File: src/rtl/sync_fifo_param.sv
// sync_fifo_param: parametrised single-clock FIFO for the edge-detection pixel path.
// Register-array storage (never reset), registered occupancy count, flags decoded
// from the registered count, and 1-cycle overflow/underflow pulses.
// Optional macro FIFO_FWFT_EN selects first-word fall-through output; when it is
// undefined, dout/valid are registered and update only on an accepted read.
module sync_fifo_param #(
    parameter int DATA_W    = 8,
    parameter int DEPTH     = 16,
    parameter int AF_THRESH = DEPTH - 2,
    parameter int AE_THRESH = 2
) (
    input  logic                     clk,
    input  logic                     rst,
    input  logic [DATA_W-1:0]        din,
    input  logic                     wr_en,
    input  logic                     rd_en,
    output logic [DATA_W-1:0]        dout,
    output logic                     valid,
    output logic                     full,
    output logic                     empty,
    output logic                     almost_full,
    output logic                     almost_empty,
    output logic [$clog2(DEPTH):0]   data_count,
    output logic                     overflow,
    output logic                     underflow
);

    localparam int ADDR_W = $clog2(DEPTH);
    localparam int CNT_W  = ADDR_W + 1;

    localparam logic [CNT_W-1:0]  DEPTH_C = CNT_W'(DEPTH);
    localparam logic [CNT_W-1:0]  AF_C    = CNT_W'(AF_THRESH);
    localparam logic [CNT_W-1:0]  AE_C    = CNT_W'(AE_THRESH);
    localparam logic [CNT_W-1:0]  CNT_ONE = CNT_W'(1);
    localparam logic [ADDR_W-1:0] PTR_ONE = ADDR_W'(1);

    logic [DATA_W-1:0] mem_q [DEPTH];

    logic [ADDR_W-1:0] wr_ptr_q, wr_ptr_d;
    logic [ADDR_W-1:0] rd_ptr_q, rd_ptr_d;
    logic [CNT_W-1:0]  count_q, count_d;
    logic              overflow_q, overflow_d;
    logic              underflow_q, underflow_d;
    logic              wr_acc, rd_acc;

    // Flags come only from the registered count, so wr_en/rd_en never reach them combinationally.
    assign full         = (count_q == DEPTH_C);
    assign empty        = (count_q == '0);
    assign almost_full  = (count_q >= AF_C);
    assign almost_empty = (count_q <= AE_C);
    assign data_count   = count_q;
    assign overflow     = overflow_q;
    assign underflow    = underflow_q;

    // Accept decisions, pointer/count next state and the rejected-request pulses.
    always_comb begin
        wr_acc      = wr_en & ~full;
        rd_acc      = rd_en & ~empty;
        wr_ptr_d    = wr_ptr_q;
        rd_ptr_d    = rd_ptr_q;
        count_d     = count_q;
        overflow_d  = wr_en & full;
        underflow_d = rd_en & empty;
        if (wr_acc) wr_ptr_d = wr_ptr_q + PTR_ONE;
        if (rd_acc) rd_ptr_d = rd_ptr_q + PTR_ONE;
        case ({wr_acc, rd_acc})
            2'b10:   count_d = count_q + CNT_ONE;
            2'b01:   count_d = count_q - CNT_ONE;
            default: count_d = count_q;
        endcase
    end

    // Control state registers; reset discards contents by clearing pointers and count.
    always_ff @(posedge clk or posedge rst) begin
        if (rst) begin
            wr_ptr_q    <= '0;
            rd_ptr_q    <= '0;
            count_q     <= '0;
            overflow_q  <= 1'b0;
            underflow_q <= 1'b0;
        end else begin
            wr_ptr_q    <= wr_ptr_d;
            rd_ptr_q    <= rd_ptr_d;
            count_q     <= count_d;
            overflow_q  <= overflow_d;
            underflow_q <= underflow_d;
        end
    end

    // Storage array write; deliberately has no reset.
    always_ff @(posedge clk) begin
        if (wr_acc) mem_q[wr_ptr_q] <= din;
    end

`ifdef FIFO_FWFT_EN
    // Head word is presented directly; rd_en only acknowledges it.
    assign dout  = mem_q[rd_ptr_q];
    assign valid = ~empty;
`else
    logic [DATA_W-1:0] dout_q, dout_d;
    logic              valid_q, valid_d;

    // Registered read port: load the head word on an accepted read, otherwise hold.
    always_comb begin
        dout_d  = dout_q;
        valid_d = rd_acc;
        if (rd_acc) dout_d = mem_q[rd_ptr_q];
    end

    // Output data/valid registers.
    always_ff @(posedge clk or posedge rst) begin
        if (rst) begin
            dout_q  <= '0;
            valid_q <= 1'b0;
        end else begin
            dout_q  <= dout_d;
            valid_q <= valid_d;
        end
    end

    assign dout  = dout_q;
    assign valid = valid_q;
`endif

endmodule

File: config.mk
export PLATFORM = sky130hd
export DESIGN_NAME = sync_fifo_param
export DESIGN_NICKNAME = d
export VERILOG_FILES = /design/src/rtl/sync_fifo_param.sv
export SDC_FILE = /design/constraint.sdc
export NUM_CORES = 1
export LEC_CHECK = 0
export BUFFER_PORTS_ARGS = -buffer_cell sky130_fd_sc_hd__buf_2
export CORE_MARGIN = 1
export CORE_UTILIZATION = 50
export DETAILED_ROUTE_END_ITERATION = 8
export GPL_ROUTABILITY_DRIVEN = 0
export GPL_TIMING_DRIVEN = 0
export PLACE_DENSITY = 0.67
export SYNTH_ARGS = -nofsm -noshare
export SYNTH_HDL_FRONTEND = slang
export SYNTH_SLANG_ARGS = --single-unit
File: constraint.sdc
create_clock -name clk -period 6.3 [get_ports clk]
set_clock_uncertainty 0.1 [all_clocks]
set_input_delay 0.945 -clock clk [delete_from_list [all_inputs] [get_ports clk]]
set_output_delay 0.945 -clock clk [all_outputs]
set_load 0.1 [all_outputs]
==> impl_metrics.py <==
metrics = {
    "grt": {
        "grt-ovfl-total": 0,
        "grt_first_pass_wirelength_mm": 18.3,
        "met1_usage_pct": 25.8,
        "grtUsageTotal_pct": 20.8,
        "gr-max-usage-layer": "met2",
        "grtUsageMet3_pct": 6.86,
        "antenna_found_initial": 0,
        "met2_usage_pct": 34.0,
        "grt_pass1_vias": 3213,
        "grt_max_degree": 25,
    },
    "setup_path": {
        "ff2ff_path_depth": 12,
        "critPathRequiredTime_ps": 6510,
        "worstSetupStartpointType": "flip-flop",
        "rr_endpoint": "data_count[4]$_DFFE_PP0P_",
        "rr_startpoint": "data_count[2]$_DFFE_PP0P_",
        "worstSetupPathType": "reg2reg",
        "r2r_slack_ps": 3060,
        "worstSetupEndpointType": "flip-flop",
        "arrival_ps": 3440,
        "path_max_fanout": 10,
    },
    "timing": {
        "min_period_ps": 3240,
        "grt_setup_unrepaired": "no",
        "finalHoldViolations": 0,
        "setup_viol_count_final": 0,
        "post-route-period-util_pct": 51.4,
        "worst_slack_ps": 3060,
        "worst_slew_pin_slew_ps": 1410,
        "finalMaxSlewViolations": 0,
        "setup_tns_ps": 0,
        "slew_headroom_pct": 5.12,
        "max_freq_mhz": 309,
    },
    "clocking": {
        "clk_latency_ps": 430,
        "clock-sinks": 152,
        "cts_resized": 0,
        "postCtsSetupBuffers": 0,
        "ctsHoldBuffers": 0,
        "h-tree-depth": 4,
        "cts_buffers": 17,
        "cts_tree": "built",
        "clk_pin_slew_ps": 60,
        "cts.path.max_buffers": 2,
        "root_buffer": "clkbuf_16",
    },
    "die": {
        "pin_count": 32,
        "dieArea_um2": 12700,
        "core_area_um2": 12000,
        "initial_core_util_pct": 51.1,
        "die_h_um": 113,
        "die_w_um": 113,
        "rows": 40,
    },
    "placement": {
        "place_area_um2": 6490,
        "port_buffers": 31,
        "place_ws_ps": 2940,
        "dp_hpwl_mm": 7.58,
    },
    "outcome": {
        "status": "finished clean",
    },
    "route": {
        "vias": 3146,
        "wl_per_cell_um": 21.7,
        "drtIter0Drc": 264,
        "dr.pass1.iters": 5,
        "postRouteAntennaNets": 0,
        "viasPerCell": 5.77,
        "routed_wl_mm": 11.8,
        "drc": 0,
    },
    "power_and_ir_drop": {
        "power_leakage_nw": 2.54,
        "peakVddDrop_uv": 242,
        "powerDensity_nw_per_um2": 524,
    },
    "final_layout": {
        "drive_gt1_share_pct": 27.4,
        "n_antenna_cell": 0,
        "fin_nets": 406,
        "syn_to_final_growth_pct": 16.6,
        "fin_area_um2": 7150,
    },
    "synthesis": {
        "yosys_warnings": 0,
        "syn_area_um2": 6140,
        "post_synth_num_cell_types": 40,
        "yosysSeqAreaShare_pct": 72.4,
        "syn_nets": 355,
        "avgSynthCellArea_um2": 18.4,
        "synth_ff_type": "edfxtp_1",
        "synth_seq_cells": 152,
        "synth_edf_count": 128,
        "async_flop_share_pct": 15.8,
        "syn_inst": 334,
    },
    "hold_path": {
        "worstHoldPathCells": 2,
        "min_to": "dout[7]$_DFFE_PP0P_",
        "min_from": "dout[7]$_DFFE_PP0P_",
        "hp-class": "reg2reg",
    },
    "flow_run": {
        "maxCapViolCount": 0,
    },
}
==> worst max path at each step <==
| stage | cells after the start | start | slack, ps | endpoint |
|---|---|---|---|---|
| after detailed placement | 11 | wr_en | 2940 | data_count[4]$_DFFE_PP0P_ |
| after floorplan | 2 | data_count[2]$_DFFE_PP0P_ | 870 | almost_empty |
| after CTS | 12 | data_count[2]$_DFFE_PP0P_ | 3070 | data_count[4]$_DFFE_PP0P_ |
| after global routing | 12 | data_count[2]$_DFFE_PP0P_ | 2770 | data_count[4]$_DFFE_PP0P_ |
| final | 12 | data_count[2]$_DFFE_PP0P_ | 3060 | data_count[4]$_DFFE_PP0P_ |
| after global placement | 11 | wr_en | 2960 | data_count[4]$_DFFE_PP0P_ |
==> flip-flops by register name (all words and copies together) (netlist names) <==
signal	count
mem_q	128
wr_ptr_q	4
data_count	5
underflow	1
valid	1
overflow	1
rd_ptr_q	4
dout	8
==> cells by family (layout without fill, tap and decap cells) <==
kind of cell	count (synthesis)	count (layout)	synth area share, %
AO/OA/AOI/OAI	23	23	2.89
XOR/XNOR	9	9	1.28
adder cells (fa/ha/maj)	9	9	1.83
buffers and inverters	27	91	2.06
flip-flops	152	152	72.4
multiplexers	49	49	14.5
AND/OR/NAND/NOR	65	65	4.99
==> synthesized netlist by cell type, drive strengths merged (5+ instances only) <==
library cell,count,area [um^2]
xnor2,6,52.6
o21ai,5,28.8
inv,8,30.0
buf,12,70.1
nor2,18,67.6
mux4,32,721
ha,9,113
mux2i,16,160
edfxtp,128,3840
clkbuf,7,26.3
o221ai,8,70.1
dfrtp,24,601
nand2,24,90.1
nor3,5,25.0
==> placed cells by master (no fill, tap or decap), types with 2 or more instances in the layout <==
master / netlist / layout
edfxtp_1: 128 / 128
buf_2: 8 / 39
mux4_2: 32 / 32
nand2_1: 24 / 24
dfrtp_1: 24 / 24
nor2_1: 18 / 18
clkbuf_16: 0 / 17
mux2i_1: 16 / 16
clkbuf_1: 7 / 10
ha_1: 9 / 9
o221ai_1: 8 / 8
inv_1: 7 / 7
xnor2_1: 6 / 6
bufinv_16: 0 / 6
o21ai_0: 4 / 4
xor2_1: 3 / 3
nand2b_1: 3 / 3
nor3_1: 5 / 3
nor2b_1: 3 / 3
a21oi_1: 3 / 3
buf_6: 2 / 2
buf_1: 2 / 2
nor3_2: 0 / 2
nand3_1: 2 / 2
nand4_1: 2 / 2
clkinv_1: 0 / 2
clkinv_4: 0 / 2
==> metal layers <==
| layer | share of wire (%) | vias to the layer above | routed length [um] |
|---|---|---|---|
| li1 | - | 1417 | - |
| met1 | 43 | 1611 | 5070 |
| met2 | 51 | 100 | 5990 |
| met3 | 4.8 | 18 | 573 |
| met4 | 1.8 | 0 | 212 |
| met5 | 0 | - | 0 |
==> through the flow <==
step	power, mW	hold WS (ps)	util [%]	instances
3_3_place_gp	2.61	371	53.9	512
3_5_place_dp	2.64	382	54.0	513
6_report	3.75	400	59.6	545
4_1_cts	3.78	401	59.5	545
5_1_grt	3.90	423	59.6	545
2_1_floorplan	2.35	399	-	334
==> report_power, final <==
| group | internal (mW) | leakage [nW] | switching, mW |
|---|---|---|---|
| combinational | 0.415 | 0.783 | 0.887 |
| clock | 0.742 | 0.314 | 0.386 |
| sequential | 1.25 | 1.45 | 0.0687 |
| total | 2.40 | 2.54 | 1.34 |
==> cell type report <==
class	count	area, um^2
fill	897	4860
sequential	152	4440
multi-input combinational	155	1580
clock buffer	20	437
clock inverter	12	221
tap	147	184
timing repair buffer	32	163
buffer	19	96.3
inverter	8	30.0
==> worst max-delay path, cell delays in order, from the launching register on <==
cell and delay [ps]:
dfrtp_1 360, clkbuf_1 350, nor4_1 130, a21boi_2 380, inv_1 120, ha_1 240
clkbuf_1 210, xor2_1 190, ha_1 230, nor2b_1 130, o21ai_0 230, a21oi_1 110
nor4b_1 320
(Power assumes the default switching activity.)
